--- config.mk ---
export PLATFORM = sky130hd
export DESIGN_NAME = vga_timing_gen_flat
export DESIGN_NICKNAME = d
export VERILOG_FILES = /design/src/rtl/vga_timing_if.sv /design/src/rtl/vga_timing_gen.sv /design/src/flat_wrapper.sv
export SDC_FILE = /design/constraint.sdc
export NUM_CORES = 1
export LEC_CHECK = 0
export ABC_AREA = 1
export BUFFER_PORTS_ARGS = -buffer_cell sky130_fd_sc_hd__buf_2
export CAP_MARGIN = 20
export CORE_ASPECT_RATIO = 0.6
export CORE_MARGIN = 2
export CORE_UTILIZATION = 55
export CTS_CLUSTER_DIAMETER = 200
export DETAILED_ROUTE_END_ITERATION = 16
export PLACE_DENSITY = 0.91
export RECOVER_POWER = 25
export SLEW_MARGIN = 20
export SYNTH_ARGS = -nofsm -noshare
export SYNTH_HDL_FRONTEND = slang
export SYNTH_SLANG_ARGS = --single-unit
--- constraint.sdc ---
create_clock -name clk -period 2.15 [get_ports clk]
set_clock_uncertainty 0.05 [all_clocks]
set_input_delay 0.1075 -clock clk [delete_from_list [all_inputs] [get_ports clk]]
set_output_delay 0.1075 -clock clk [all_outputs]
set_load 0.005 [all_outputs]
--- src/rtl/vga_timing_if.sv ---
`timescale 1ns/1ps
// vga_timing_if -- bundle between the VGA timing generator and its pixel
// source / display sink.
//   pix_en, enable        : pixel strobe and run enable into the generator
//   in_r/in_g/in_b        : pixel data returned by the source
//   hcount, vcount, req   : coordinate currently requested and visible flag
//   frame_start/line_start: single-clk pulses on the (0,0) / (0,v) strobe
//   hsync, vsync, de      : registered sync and data-enable
//   VGA_R/VGA_G/VGA_B     : registered pixel outputs
// master = the timing generator, slave = the source/sink side.
interface vga_timing_if #(
  parameter int COLOR_W = 8,
  parameter int CNT_W   = 11
);
  logic               pix_en;
  logic               enable;
  logic [COLOR_W-1:0] in_r;
  logic [COLOR_W-1:0] in_g;
  logic [COLOR_W-1:0] in_b;
  logic [CNT_W-1:0]   hcount;
  logic [CNT_W-1:0]   vcount;
  logic               req;
  logic               frame_start;
  logic               line_start;
  logic               hsync;
  logic               vsync;
  logic               de;
  logic [COLOR_W-1:0] VGA_R;
  logic [COLOR_W-1:0] VGA_G;
  logic [COLOR_W-1:0] VGA_B;

  modport master (
    input  pix_en, enable, in_r, in_g, in_b,
    output hcount, vcount, req, frame_start, line_start,
           hsync, vsync, de, VGA_R, VGA_G, VGA_B
  );

  modport slave (
    output pix_en, enable, in_r, in_g, in_b,
    input  hcount, vcount, req, frame_start, line_start,
           hsync, vsync, de, VGA_R, VGA_G, VGA_B
  );
endinterface

--- src/rtl/vga_timing_gen.sv ---
`timescale 1ns/1ps
// vga_timing_gen -- VGA raster timing generator with one-pixel output stage.
//   clk  : system clock, all state changes on its rising edge
//   rst  : asynchronous active-high reset
//   bus  : vga_timing_if.master (strobe/enable and source data in;
//          coordinate, req, pulses, syncs, de and colour out)
// The counters name the pixel requested from the source. The source answers
// by the next strobe edge, where the colour is registered together with the
// sync/de flags computed from the same coordinate, so all outputs for pixel
// (h,v) appear exactly one pixel period after the counters held (h,v).
// H_TOTAL and V_TOTAL must fit in CNT_W bits.
module vga_timing_gen #(
  parameter int H_ACTIVE = 640,
  parameter int H_FP     = 16,
  parameter int H_SYNC   = 96,
  parameter int H_BP     = 48,
  parameter int V_ACTIVE = 480,
  parameter int V_FP     = 10,
  parameter int V_SYNC   = 2,
  parameter int V_BP     = 33,
  parameter bit SYNC_POL = 1'b0,
  parameter int COLOR_W  = 8,
  parameter int CNT_W    = 11
) (
  input logic         clk,
  input logic         rst,
  vga_timing_if.master bus
);

  localparam int H_TOTAL = H_ACTIVE + H_FP + H_SYNC + H_BP;
  localparam int V_TOTAL = V_ACTIVE + V_FP + V_SYNC + V_BP;

  localparam logic [CNT_W-1:0] H_LAST = CNT_W'(H_TOTAL - 1);
  localparam logic [CNT_W-1:0] V_LAST = CNT_W'(V_TOTAL - 1);
  localparam logic [CNT_W-1:0] H_VIS  = CNT_W'(H_ACTIVE);
  localparam logic [CNT_W-1:0] V_VIS  = CNT_W'(V_ACTIVE);
  localparam logic [CNT_W-1:0] HS_BEG = CNT_W'(H_ACTIVE + H_FP);
  localparam logic [CNT_W-1:0] HS_END = CNT_W'(H_ACTIVE + H_FP + H_SYNC);
  localparam logic [CNT_W-1:0] VS_BEG = CNT_W'(V_ACTIVE + V_FP);
  localparam logic [CNT_W-1:0] VS_END = CNT_W'(V_ACTIVE + V_FP + V_SYNC);

  function automatic logic hsync_level(input logic [CNT_W-1:0] h);
    return ((h >= HS_BEG) && (h < HS_END)) ? SYNC_POL : ~SYNC_POL;
  endfunction

  function automatic logic vsync_level(input logic [CNT_W-1:0] v);
    return ((v >= VS_BEG) && (v < VS_END)) ? SYNC_POL : ~SYNC_POL;
  endfunction

  logic [CNT_W-1:0]   h_cnt;
  logic [CNT_W-1:0]   v_cnt;
  logic               req_c;
  logic               strobe;
  logic               at_line0;

  logic               vld_p0;
  logic               hsync_p0;
  logic               vsync_p0;
  logic [COLOR_W-1:0] r_p0;
  logic [COLOR_W-1:0] g_p0;
  logic [COLOR_W-1:0] b_p0;

  assign strobe   = bus.pix_en & bus.enable;
  assign req_c    = (h_cnt < H_VIS) && (v_cnt < V_VIS);
  assign at_line0 = (h_cnt == '0);

  // Coordinate counters: dropping enable parks them at (0,0) so the next
  // run starts a fresh frame.
  always_ff @(posedge clk or posedge rst) begin
    if (rst) begin
      h_cnt <= '0;
      v_cnt <= '0;
    end else if (!bus.enable) begin
      h_cnt <= '0;
      v_cnt <= '0;
    end else if (bus.pix_en) begin
      if (h_cnt == H_LAST) begin
        h_cnt <= '0;
        v_cnt <= (v_cnt == V_LAST) ? '0 : v_cnt + 1'b1;
      end else begin
        h_cnt <= h_cnt + 1'b1;
      end
    end
  end

  // ---- stage p0: flags for the held coordinate meet the source's data ----
  always_ff @(posedge clk or posedge rst) begin
    if (rst) begin
      vld_p0   <= 1'b0;
      hsync_p0 <= ~SYNC_POL;
      vsync_p0 <= ~SYNC_POL;
      r_p0     <= '0;
      g_p0     <= '0;
      b_p0     <= '0;
    end else if (!bus.enable) begin
      vld_p0   <= 1'b0;
      hsync_p0 <= ~SYNC_POL;
      vsync_p0 <= ~SYNC_POL;
      r_p0     <= '0;
      g_p0     <= '0;
      b_p0     <= '0;
    end else if (bus.pix_en) begin
      vld_p0   <= req_c;
      hsync_p0 <= hsync_level(h_cnt);
      vsync_p0 <= vsync_level(v_cnt);
      r_p0     <= req_c ? bus.in_r : '0;
      g_p0     <= req_c ? bus.in_g : '0;
      b_p0     <= req_c ? bus.in_b : '0;
    end
  end

  assign bus.hcount      = h_cnt;
  assign bus.vcount      = v_cnt;
  assign bus.req         = req_c;
  // Pulses are qualified by rst so they drop in the same cycle reset rises.
  assign bus.line_start  = strobe & ~rst & at_line0;
  assign bus.frame_start = strobe & ~rst & at_line0 & (v_cnt == '0);
  assign bus.de          = vld_p0;
  assign bus.hsync       = hsync_p0;
  assign bus.vsync       = vsync_p0;
  assign bus.VGA_R       = r_p0;
  assign bus.VGA_G       = g_p0;
  assign bus.VGA_B       = b_p0;

endmodule

--- src/flat_wrapper.sv ---
// flat-port wrapper written by rule: the top's interface ports become plain ports
module vga_timing_gen_flat 
#(
  parameter int H_ACTIVE = 640,
  parameter int H_FP     = 16,
  parameter int H_SYNC   = 96,
  parameter int H_BP     = 48,
  parameter int V_ACTIVE = 480,
  parameter int V_FP     = 10,
  parameter int V_SYNC   = 2,
  parameter int V_BP     = 33,
  parameter bit SYNC_POL = 1'b0,
  parameter int COLOR_W  = 8,
  parameter int CNT_W    = 11
)
  (clk, rst, bus_pix_en, bus_enable, bus_in_r, bus_in_g, bus_in_b, bus_hcount, bus_vcount, bus_req, bus_frame_start, bus_line_start, bus_hsync, bus_vsync, bus_de, bus_VGA_R, bus_VGA_G, bus_VGA_B);
  vga_timing_if #(.COLOR_W(COLOR_W), .CNT_W(CNT_W)) bus_i ();
  input logic clk;
  input logic rst;
  input wire logic [$bits(bus_i.pix_en)-1:0] bus_pix_en;
  input wire logic [$bits(bus_i.enable)-1:0] bus_enable;
  input wire logic [$bits(bus_i.in_r)-1:0] bus_in_r;
  input wire logic [$bits(bus_i.in_g)-1:0] bus_in_g;
  input wire logic [$bits(bus_i.in_b)-1:0] bus_in_b;
  output wire logic [$bits(bus_i.hcount)-1:0] bus_hcount;
  output wire logic [$bits(bus_i.vcount)-1:0] bus_vcount;
  output wire logic [$bits(bus_i.req)-1:0] bus_req;
  output wire logic [$bits(bus_i.frame_start)-1:0] bus_frame_start;
  output wire logic [$bits(bus_i.line_start)-1:0] bus_line_start;
  output wire logic [$bits(bus_i.hsync)-1:0] bus_hsync;
  output wire logic [$bits(bus_i.vsync)-1:0] bus_vsync;
  output wire logic [$bits(bus_i.de)-1:0] bus_de;
  output wire logic [$bits(bus_i.VGA_R)-1:0] bus_VGA_R;
  output wire logic [$bits(bus_i.VGA_G)-1:0] bus_VGA_G;
  output wire logic [$bits(bus_i.VGA_B)-1:0] bus_VGA_B;
  assign bus_i.pix_en = bus_pix_en;
  assign bus_i.enable = bus_enable;
  assign bus_i.in_r = bus_in_r;
  assign bus_i.in_g = bus_in_g;
  assign bus_i.in_b = bus_in_b;
  assign bus_hcount = bus_i.hcount;
  assign bus_vcount = bus_i.vcount;
  assign bus_req = bus_i.req;
  assign bus_frame_start = bus_i.frame_start;
  assign bus_line_start = bus_i.line_start;
  assign bus_hsync = bus_i.hsync;
  assign bus_vsync = bus_i.vsync;
  assign bus_de = bus_i.de;
  assign bus_VGA_R = bus_i.VGA_R;
  assign bus_VGA_G = bus_i.VGA_G;
  assign bus_VGA_B = bus_i.VGA_B;
  vga_timing_gen #(.H_ACTIVE(H_ACTIVE), .H_FP(H_FP), .H_SYNC(H_SYNC), .H_BP(H_BP), .V_ACTIVE(V_ACTIVE), .V_FP(V_FP), .V_SYNC(V_SYNC), .V_BP(V_BP), .SYNC_POL(SYNC_POL), .COLOR_W(COLOR_W), .CNT_W(CNT_W)) u_core (.clk(clk), .rst(rst), .bus(bus_i));
endmodule
* Word-level counts from Yosys, hierarchy flattened
Cells that the tools add are included.
** Word-level totals
- Bits in registers :: 49
- Input bits :: 28
- Output and inout port bits :: 52
- Logic and storage cells :: 55
** Cells by class
- $add $sub $neg :: 2
- $lt $le $gt $ge :: 6
- Eq/ne operators :: 4
- Mux-type cells :: 24
- Bitwise operators :: 5
- Reduce and logical (&&, ||, !) cells :: 6
** Operators with widths (count)
- two-way mux 11 bit :: 7
- two-way mux 8 bit :: 9
- adder 11 x 1 -> 11 bit (second input constant) :: 2
- == test 11 x 10 -> 1 bit (second input constant) :: 2
- zero test 11 bit :: 2
- less-than comparator 11 x 10 -> 1 bit (second input constant) :: 2
- less-than comparator 11 x 9 -> 1 bit (second input constant) :: 2
- greater-or-equal comparator 11 x 10 -> 1 bit (second input constant) :: 1
- greater-or-equal comparator 11 x 9 -> 1 bit (second input constant) :: 1
- two-way mux 1 bit :: 8
- bitwise AND 1 bit :: 4
- logical AND 1 bit :: 3
- inequality test 2 x 1 -> 1 bit (second input constant) :: 1
- inequality test 2 bit (second input constant) :: 1
- AND reduction 2 bit :: 1
- NOT 1 bit :: 1

* Longest topological paths before layout
Gate-level depths: netlist of the first run.
- Depth after elaboration :: 5
- Mapped depth :: 9
- Depth with buffers taken out :: 9

* Least setup slack after synthesis of the first run
Ideal clock, no wire load.
- Kind :: register to register
- From :: register u_core.h_cnt[0] (netlist: u_core.bus.hcount[0])
- To :: register u_core.v_cnt[5] (netlist: u_core.bus.vcount[5])
- Setup time :: 118 ps
- Arrival :: 1236 ps
- Data required time :: 1982 ps
- Setup slack :: 747 ps
- Stages on the path, launching flop included :: 8
- Path buffers :: 1
- Period minus slack after synthesis :: 1403 ps
- Cell sequence :: dfrtp_1 -> ha_1 -> nand3_2 -> nor2_2 -> nand3_4 -> buf_6 -> nand3_1 -> nand2_1
** Between the ends
- Longest elaborated chain between the ends :: 3
** Ends and longest elaborated chain
- from (decl) :: RTL line vga_timing_gen.sv:50 : logic [CNT_W-1:0] h_cnt;
- from (signal assigned) :: RTL line vga_timing_gen.sv:81 : h_cnt <= h_cnt + 1'b1;
- == test 11 x 10 -> 1 bit :: RTL line vga_timing_gen.sv:77 : if (h_cnt == H_LAST) begin
- inequality test 2 x 1 -> 1 bit (no source line)
- AND reduction 2 bit (no source line)
- to (signal assigned) :: RTL line vga_timing_gen.sv:79 : v_cnt <= (v_cnt == V_LAST) ? '0 : v_cnt + 1'b1;
- to (decl) :: RTL line vga_timing_gen.sv:51 : logic [CNT_W-1:0] v_cnt;
No other way between the ends.
A chain may end at the register's enable or synchronous reset.

* Worst setup path after layout of the first run
- From :: register u_core.v_cnt[0] (netlist: u_core.bus.vcount[0])
- To :: output port bus_frame_start
** Between the ends
- Longest elaborated chain between the ends :: 2
** Ends and longest elaborated chain
- zero test 11 bit :: RTL line vga_timing_gen.sv:117 : assign bus.frame_start = strobe & ~rst & at_line0 & (v_cnt == '0);
- bitwise AND 1 bit :: RTL line vga_timing_gen.sv:117
- to (decl) :: RTL line flat_wrapper.sv:28 : output wire logic [$bits(bus_i.frame_start)-1:0] bus_frame_start;
No other way between the ends.

==> results.yml, run 1 <==
status:
  status: "finished clean"
clocking:
  cts_tree: "done"
  cts_buffers: 5
  cts_sinks: 49
  clockBufferDepth: 2
  htreeDepth: 2
  clock_latency_ps: 310
  clock_tree.root_cell: "clkbuf_8"
  clk_pin_slew_worst_paths_ps: 100
synthesis:
  synth_cells: 364
  synth.distinct_cells: 26
  yosys_register_bits: 49
  synth_warnings: 0
  syn_area_um2: 2651
  avgSynthCellArea_um2: 7.284
  synth.net_count: 396
  seq_area_frac_synth_pct: 46.34
timing:
  fmax_mhz: 544.3
  fin_crit_ps: 1837
  fin_ws_ps: 312.9
  setup_viol: 0
  relSlewSlack_pct: 55.19
  slew_violations: 0
  worst_pin_slew_ps: 671.5
  period_share_pct: 85.44
  rsz0062_at_grt: "no"
  tns_ps: 0
  hold_viol_final: 0
pwr:
  ir_worst_vdd_mv: 0.4577
  power_density_nw_per_um2: 513.0
  leakagePower_uw: 0.001912
layout:
  multi_input_area_um2: 1215
  fillCellCount: 354
  antennaDiodeCount: 0
  drive_gt1_share_pct: 21.75
  seqCellArea_um2: 1229
  fin_cells: 532
  final_common_cell: "nand2_1"
  layout_common_cells: "155 x nand2_1, 73 x buf_2, 47 x dfrtp_1"
  syn2layout_area_growth_pct: 29.02
  nets: 500
place:
  io_buffers: 79
  dp_slack_ps: 481.6
  dp.cells: 499
  dpl.hpwl_mm: 5.184
  place_congestion: 0.9686
routing:
  antenna_left: 0
  topRoutingLayerUsed: "met4"
  vias: 2866
  routed-wl-met3_um: 855
  met1_length_mm: 3.297
  first_pass_iters: 5
  routed_via_density: 5.387
  wl_met2_mm: 3.609
  drc: 0
  wl_per_cell_um: 14.88
  drtIter0Drc: 382
  wl_mm: 7.917
hold_path:
  hold_class: "in2reg"
grt:
  grt_max_degree: 25
  antenna_found_initial: 0
  grt_usage_pct: 29.91
  first_global_vias: 2520
  grt_overflow: 0
  grt_pass1_wl_mm: 12.34
die:
  die_w_um: 93.64
  fp.dieH_um: 57.78
  design.die.area_um2: 5410
  row_count: 19
  initial_core_util_pct: 57.49
  num_io_pins: 80
  coreArea_um2: 4612
setup_path:
  cp-start-kind: "flop"
  worstSetupEndpointType: "output port"
  cp.arrival_ps: 1680
  crit_fanout: 5
  critPathRequiredTime_ps: 1990
  crit_type: "reg2out"
job:
  drv_cap: 0
[repair_timing]
action	in CTS	in global routing
gates resized for setup	0	0
hold endpoints to repair	38	0
buffers inserted	0	0
hold buffers	25	0
[cell families after synthesis]
logic type               count (synthesis)  synth area share [%]
adder cells (fa/ha/maj)                  4                 1.888
AO/OA/AOI/OAI                           13                 2.690
XOR/XNOR                                 4                 1.322
buffers and inverters                   46                 7.834
AND/OR/NAND/NOR                        248                 39.92
flip-flops                              49                 46.34
[cells in the mapped netlist, drive strengths merged]
library cell    n  area [um2]
nand2         157       594.3
dfrtp          47        1176
nor2           41       181.4
nand3          37       207.7
inv            34       127.6
buf            11       76.32
nor3            9       50.05
a21oi           8       43.79
ha              4       50.05
nand4           4       25.02
o21ai           4       20.02
xor2            3       26.28
dfstp           2       52.55
clkbuf          1       3.750
o21bai          1       7.510
xnor2           1       8.760
[layout make-up]
class	count	area share, %
Clock buffer	5	2.012
Clock inverter	3	0.7681
Inverter	34	3.731
Multi-Input combinational cell	269	35.52
Sequential cell	49	35.92
Tap cell	63	2.304
Timing Repair Buffer	109	19.75
[flip-flops by register name, indices dropped and copies added, names as in the netlist]
signal,flops
u_core.bus.hcount,11
u_core.bus.vsync,1
u_core.bus.vcount,11
u_core.bus.VGA_G,8
u_core.bus.VGA_R,8
u_core.bus.de,1
u_core.bus.hsync,1
u_core.bus.VGA_B,8
[stage by stage]
| step | power [uW] | util, % | hold WS (ps) | area (um2) |
|---|---|---|---|---|
| 2_1_floorplan | 1066 | - | 167.1 | 2651 |
| 3_3_place_gp | 1143 | 66.85 | 57.87 | 3083 |
| 3_5_place_dp | 1150 | 66.85 | 67.05 | 3083 |
| 4_1_cts | 1741 | 74.34 | 94.64 | 3428 |
| 5_1_grt | 1827 | 74.17 | 112.4 | 3421 |
| 6_report | 1755 | 74.17 | 91.94 | 3421 |
[layer usage]
layer,GRT usage (%),up-vias
met2,47.58,182
met3,7.542,26
li1,-,1341
met5,0,-
met4,6.625,0
met1,42.40,1317
[where the power goes]
part / switching, uW / internal, uW
sequential: 19.3 / 951
combinational: 114 / 91.5
clock: 342 / 237
[final timing paths]
kind,from,end,cells past startpoint,slack [ps]
setup / recovery,u_core.bus.vcount[0]$_DFFE_PP0P_,bus_frame_start,7,310
hold / removal,bus_pix_en,u_core.bus.hcount[7]$_DFFE_PP0P_,3,90
setup reg to reg,u_core.bus.hcount[0]$_DFFE_PP0P_,u_core.bus.vcount[3]$_DFFE_PP0P_,7,380
hold reg to reg,u_core.bus.VGA_G[6]$_DFFE_PP0P_,u_core.bus.VGA_G[6]$_DFFE_PP0P_,2,430
max in group asynchronous,rst,u_core.bus.vsync$_DFFE_PP1P_,4,900
min in group asynchronous,rst,u_core.bus.VGA_R[2]$_DFFE_PP0P_,3,390
[critical path, cell delays in order (launching register included)]
cell and delay, ps:
dfrtp_1 440, inv_1 120, ha_1 230, nand2_1 70, nor2_1 110, nand3_1 80, nor3_1 170, buf_2 140
No activity file was read; power rests on OpenSTA's default activity.
==> run 2, diff against run 1 <==
--- a/config.mk
+++ b/config.mk
@@ -13,8 +13,9 @@
 export CORE_UTILIZATION = 55
 export CTS_CLUSTER_DIAMETER = 200
 export DETAILED_ROUTE_END_ITERATION = 16
+export GPL_TIMING_DRIVEN = 0
 export PLACE_DENSITY = 0.91
-export RECOVER_POWER = 25
+export RECOVER_POWER = 50
 export SLEW_MARGIN = 20
 export SYNTH_ARGS = -nofsm -noshare
 export SYNTH_HDL_FRONTEND = slang
==> results.yml, run 2 (same netlist as run 1, synthesis figures left out) <==
die:
  coreArea_um2: 4612
  row_count: 19
  design.die.area_um2: 5410
  initial_core_util_pct: 57.49
  die_w_um: 93.64
  num_io_pins: 80
  fp.dieH_um: 57.78
clocking:
  clock_tree.root_cell: "clkbuf_8"
  cts_setup_buffers: 0
  cts_tree: "done"
  htreeDepth: 2
  cts_buffers: 5
  cts.hold.buffers_added: 25
  cts_resized: 0
  clock_latency_ps: 320
  clk_pin_slew_worst_paths_ps: 100
  clockBufferDepth: 2
  cts_sinks: 49
layout:
  layout_common_cells: "155 x nand2_1, 70 x buf_2, 47 x dfrtp_1"
  drive_gt1_share_pct: 20.75
  final_util_pct: 75.26
  antennaDiodeCount: 0
  final_common_cell: "nand2_1"
  nets: 508
  syn2layout_area_growth_pct: 30.91
setup_path:
  cp.arrival_ps: 1700
  reg2reg_to: "u_core.bus.vcount[3]$_DFFE_PP0P_"
  worstSetupEndpointType: "output port"
  reg2reg_slack_ps: 460
  ff2ff_path_depth: 7
  r2r_start: "u_core.bus.hcount[0]$_DFFE_PP0P_"
  crit_fanout: 6
  crit_type: "reg2out"
  cp-start-kind: "flop"
  critPathRequiredTime_ps: 1990
routing:
  wl_mm: 7.866
  routed_via_density: 5.167
  first_pass_iters: 5
  drtIter0Drc: 264
  antenna_left: 0
  drc: 0
  wl_per_cell_um: 14.57
  vias: 2790
pwr:
  p_sw_uw: 489.4
  power_frac_seq_pct: 54.7
  ir_worst_vdd_mv: 0.3482
  p_int_uw: 1282
  swShare_pct: 27.64
  clkPwrFrac_pct: 33.4
  leakagePower_uw: 0.001916
  p_comb_share_pct: 11.9
  power_density_nw_per_um2: 510.3
timing:
  period_share_pct: 86.61
  fin_crit_ps: 1862
  rsz0062_at_grt: "no"
  worst_pin_slew_ps: 933.9
  slew_violations: 0
  relSlewSlack_pct: 37.67
  tns_ps: 0
  setup_viol: 0
  hold_viol_final: 0
  fmax_mhz: 537.0
grt:
  antenna_found_initial: 0
  grt_pass1_wl_mm: 12.70
  first_global_vias: 2616
  grt_usage_pct: 30.60
  grt_overflow: 0
  grt_max_degree: 28
place:
  io_buffers: 79
  dpl.hpwl_mm: 5.412
  place_congestion: 0.9610
job:
  drv_cap: 0
hold_path:
  min_path_cells: 3
  hold_class: "in2reg"
  hold_start: "bus_pix_en"
  worstHoldEndpoint: "u_core.bus.hcount[7]$_DFFE_PP0P_"
status:
  status: "finished clean"
==> run 2: layout make-up <==
| class | instances | area, um2 |
|---|---|---|
| inverters | 34 | 127.6 |
| clock buffers | 5 | 68.82 |
| well taps | 63 | 78.83 |
| flip-flops and latches | 49 | 1229 |
| fillers | 338 | 1141 |
| repair buffers | 105 | 645.6 |
| plain buffers | 12 | 80.08 |
| multi-input cells | 269 | 1215 |
| clock inverters | 3 | 26.28 |
==> run 2: power by group through the flow <==
stage,logic (uW),registers (uW),clock network [uW]
2_1_floorplan,78.1,988,0
3_5_place_dp,173,985,0
4_1_cts,208,967,586
5_1_grt,231,973,632
6_report,211,969,591
3_3_place_gp,161,984,0
==> run 2: worst max-delay path by stage <==
stage                                        to  slack [ps]  cells after the start                              from
6_report                        bus_frame_start         290                      7  u_core.bus.vcount[1]$_DFFE_PP0P_
5_1_grt                         bus_frame_start         200                      7  u_core.bus.vcount[1]$_DFFE_PP0P_
3_3_place_gp   u_core.bus.vcount[0]$_DFFE_PP0P_         210                      2                               rst
4_1_cts                         bus_frame_start         310                      7  u_core.bus.vcount[1]$_DFFE_PP0P_
2_1_floorplan  u_core.bus.vcount[5]$_DFFE_PP0P_         750                      7  u_core.bus.hcount[0]$_DFFE_PP0P_
3_5_place_dp   u_core.bus.vcount[3]$_DFFE_PP0P_         540                      7  u_core.bus.hcount[1]$_DFFE_PP0P_
==> run 2: routing by layer <==
layer / global-route usage, % / wire [um]
met3: 8.322 / 855
met2: 46.35 / 3440
met1: 44.01 / 3441
met5: 0 / 0
met4: 8.903 / 129
==> run 2: critical path: stages, from the launching register on <==
cell and delay (ps):
dfrtp_1 460, inv_1 110, ha_1 220, nand2_1 70, nor2_1 100, nand3_1 80, nor3_1 200, buf_2 150
==> run 2: per-stage QoR <==
| stage | total power, uW | std cells | hold slack [ps] | cell area (um2) | worst slack (ps) |
|---|---|---|---|---|---|
| after floorplan | 1066 | 364 | 167.1 | 2651 | 746.9 |
| after global placement | 1145 | 506 | 252.1 | 3126 | 207.5 |
| after detailed placement | 1158 | 507 | 134.9 | 3146 | 543.9 |
| after CTS | 1761 | 540 | 76.33 | 3491 | 305.7 |
| after global routing | 1836 | 540 | 99.47 | 3471 | 198.1 |
| final | 1771 | 540 | 82.83 | 3471 | 287.8 |
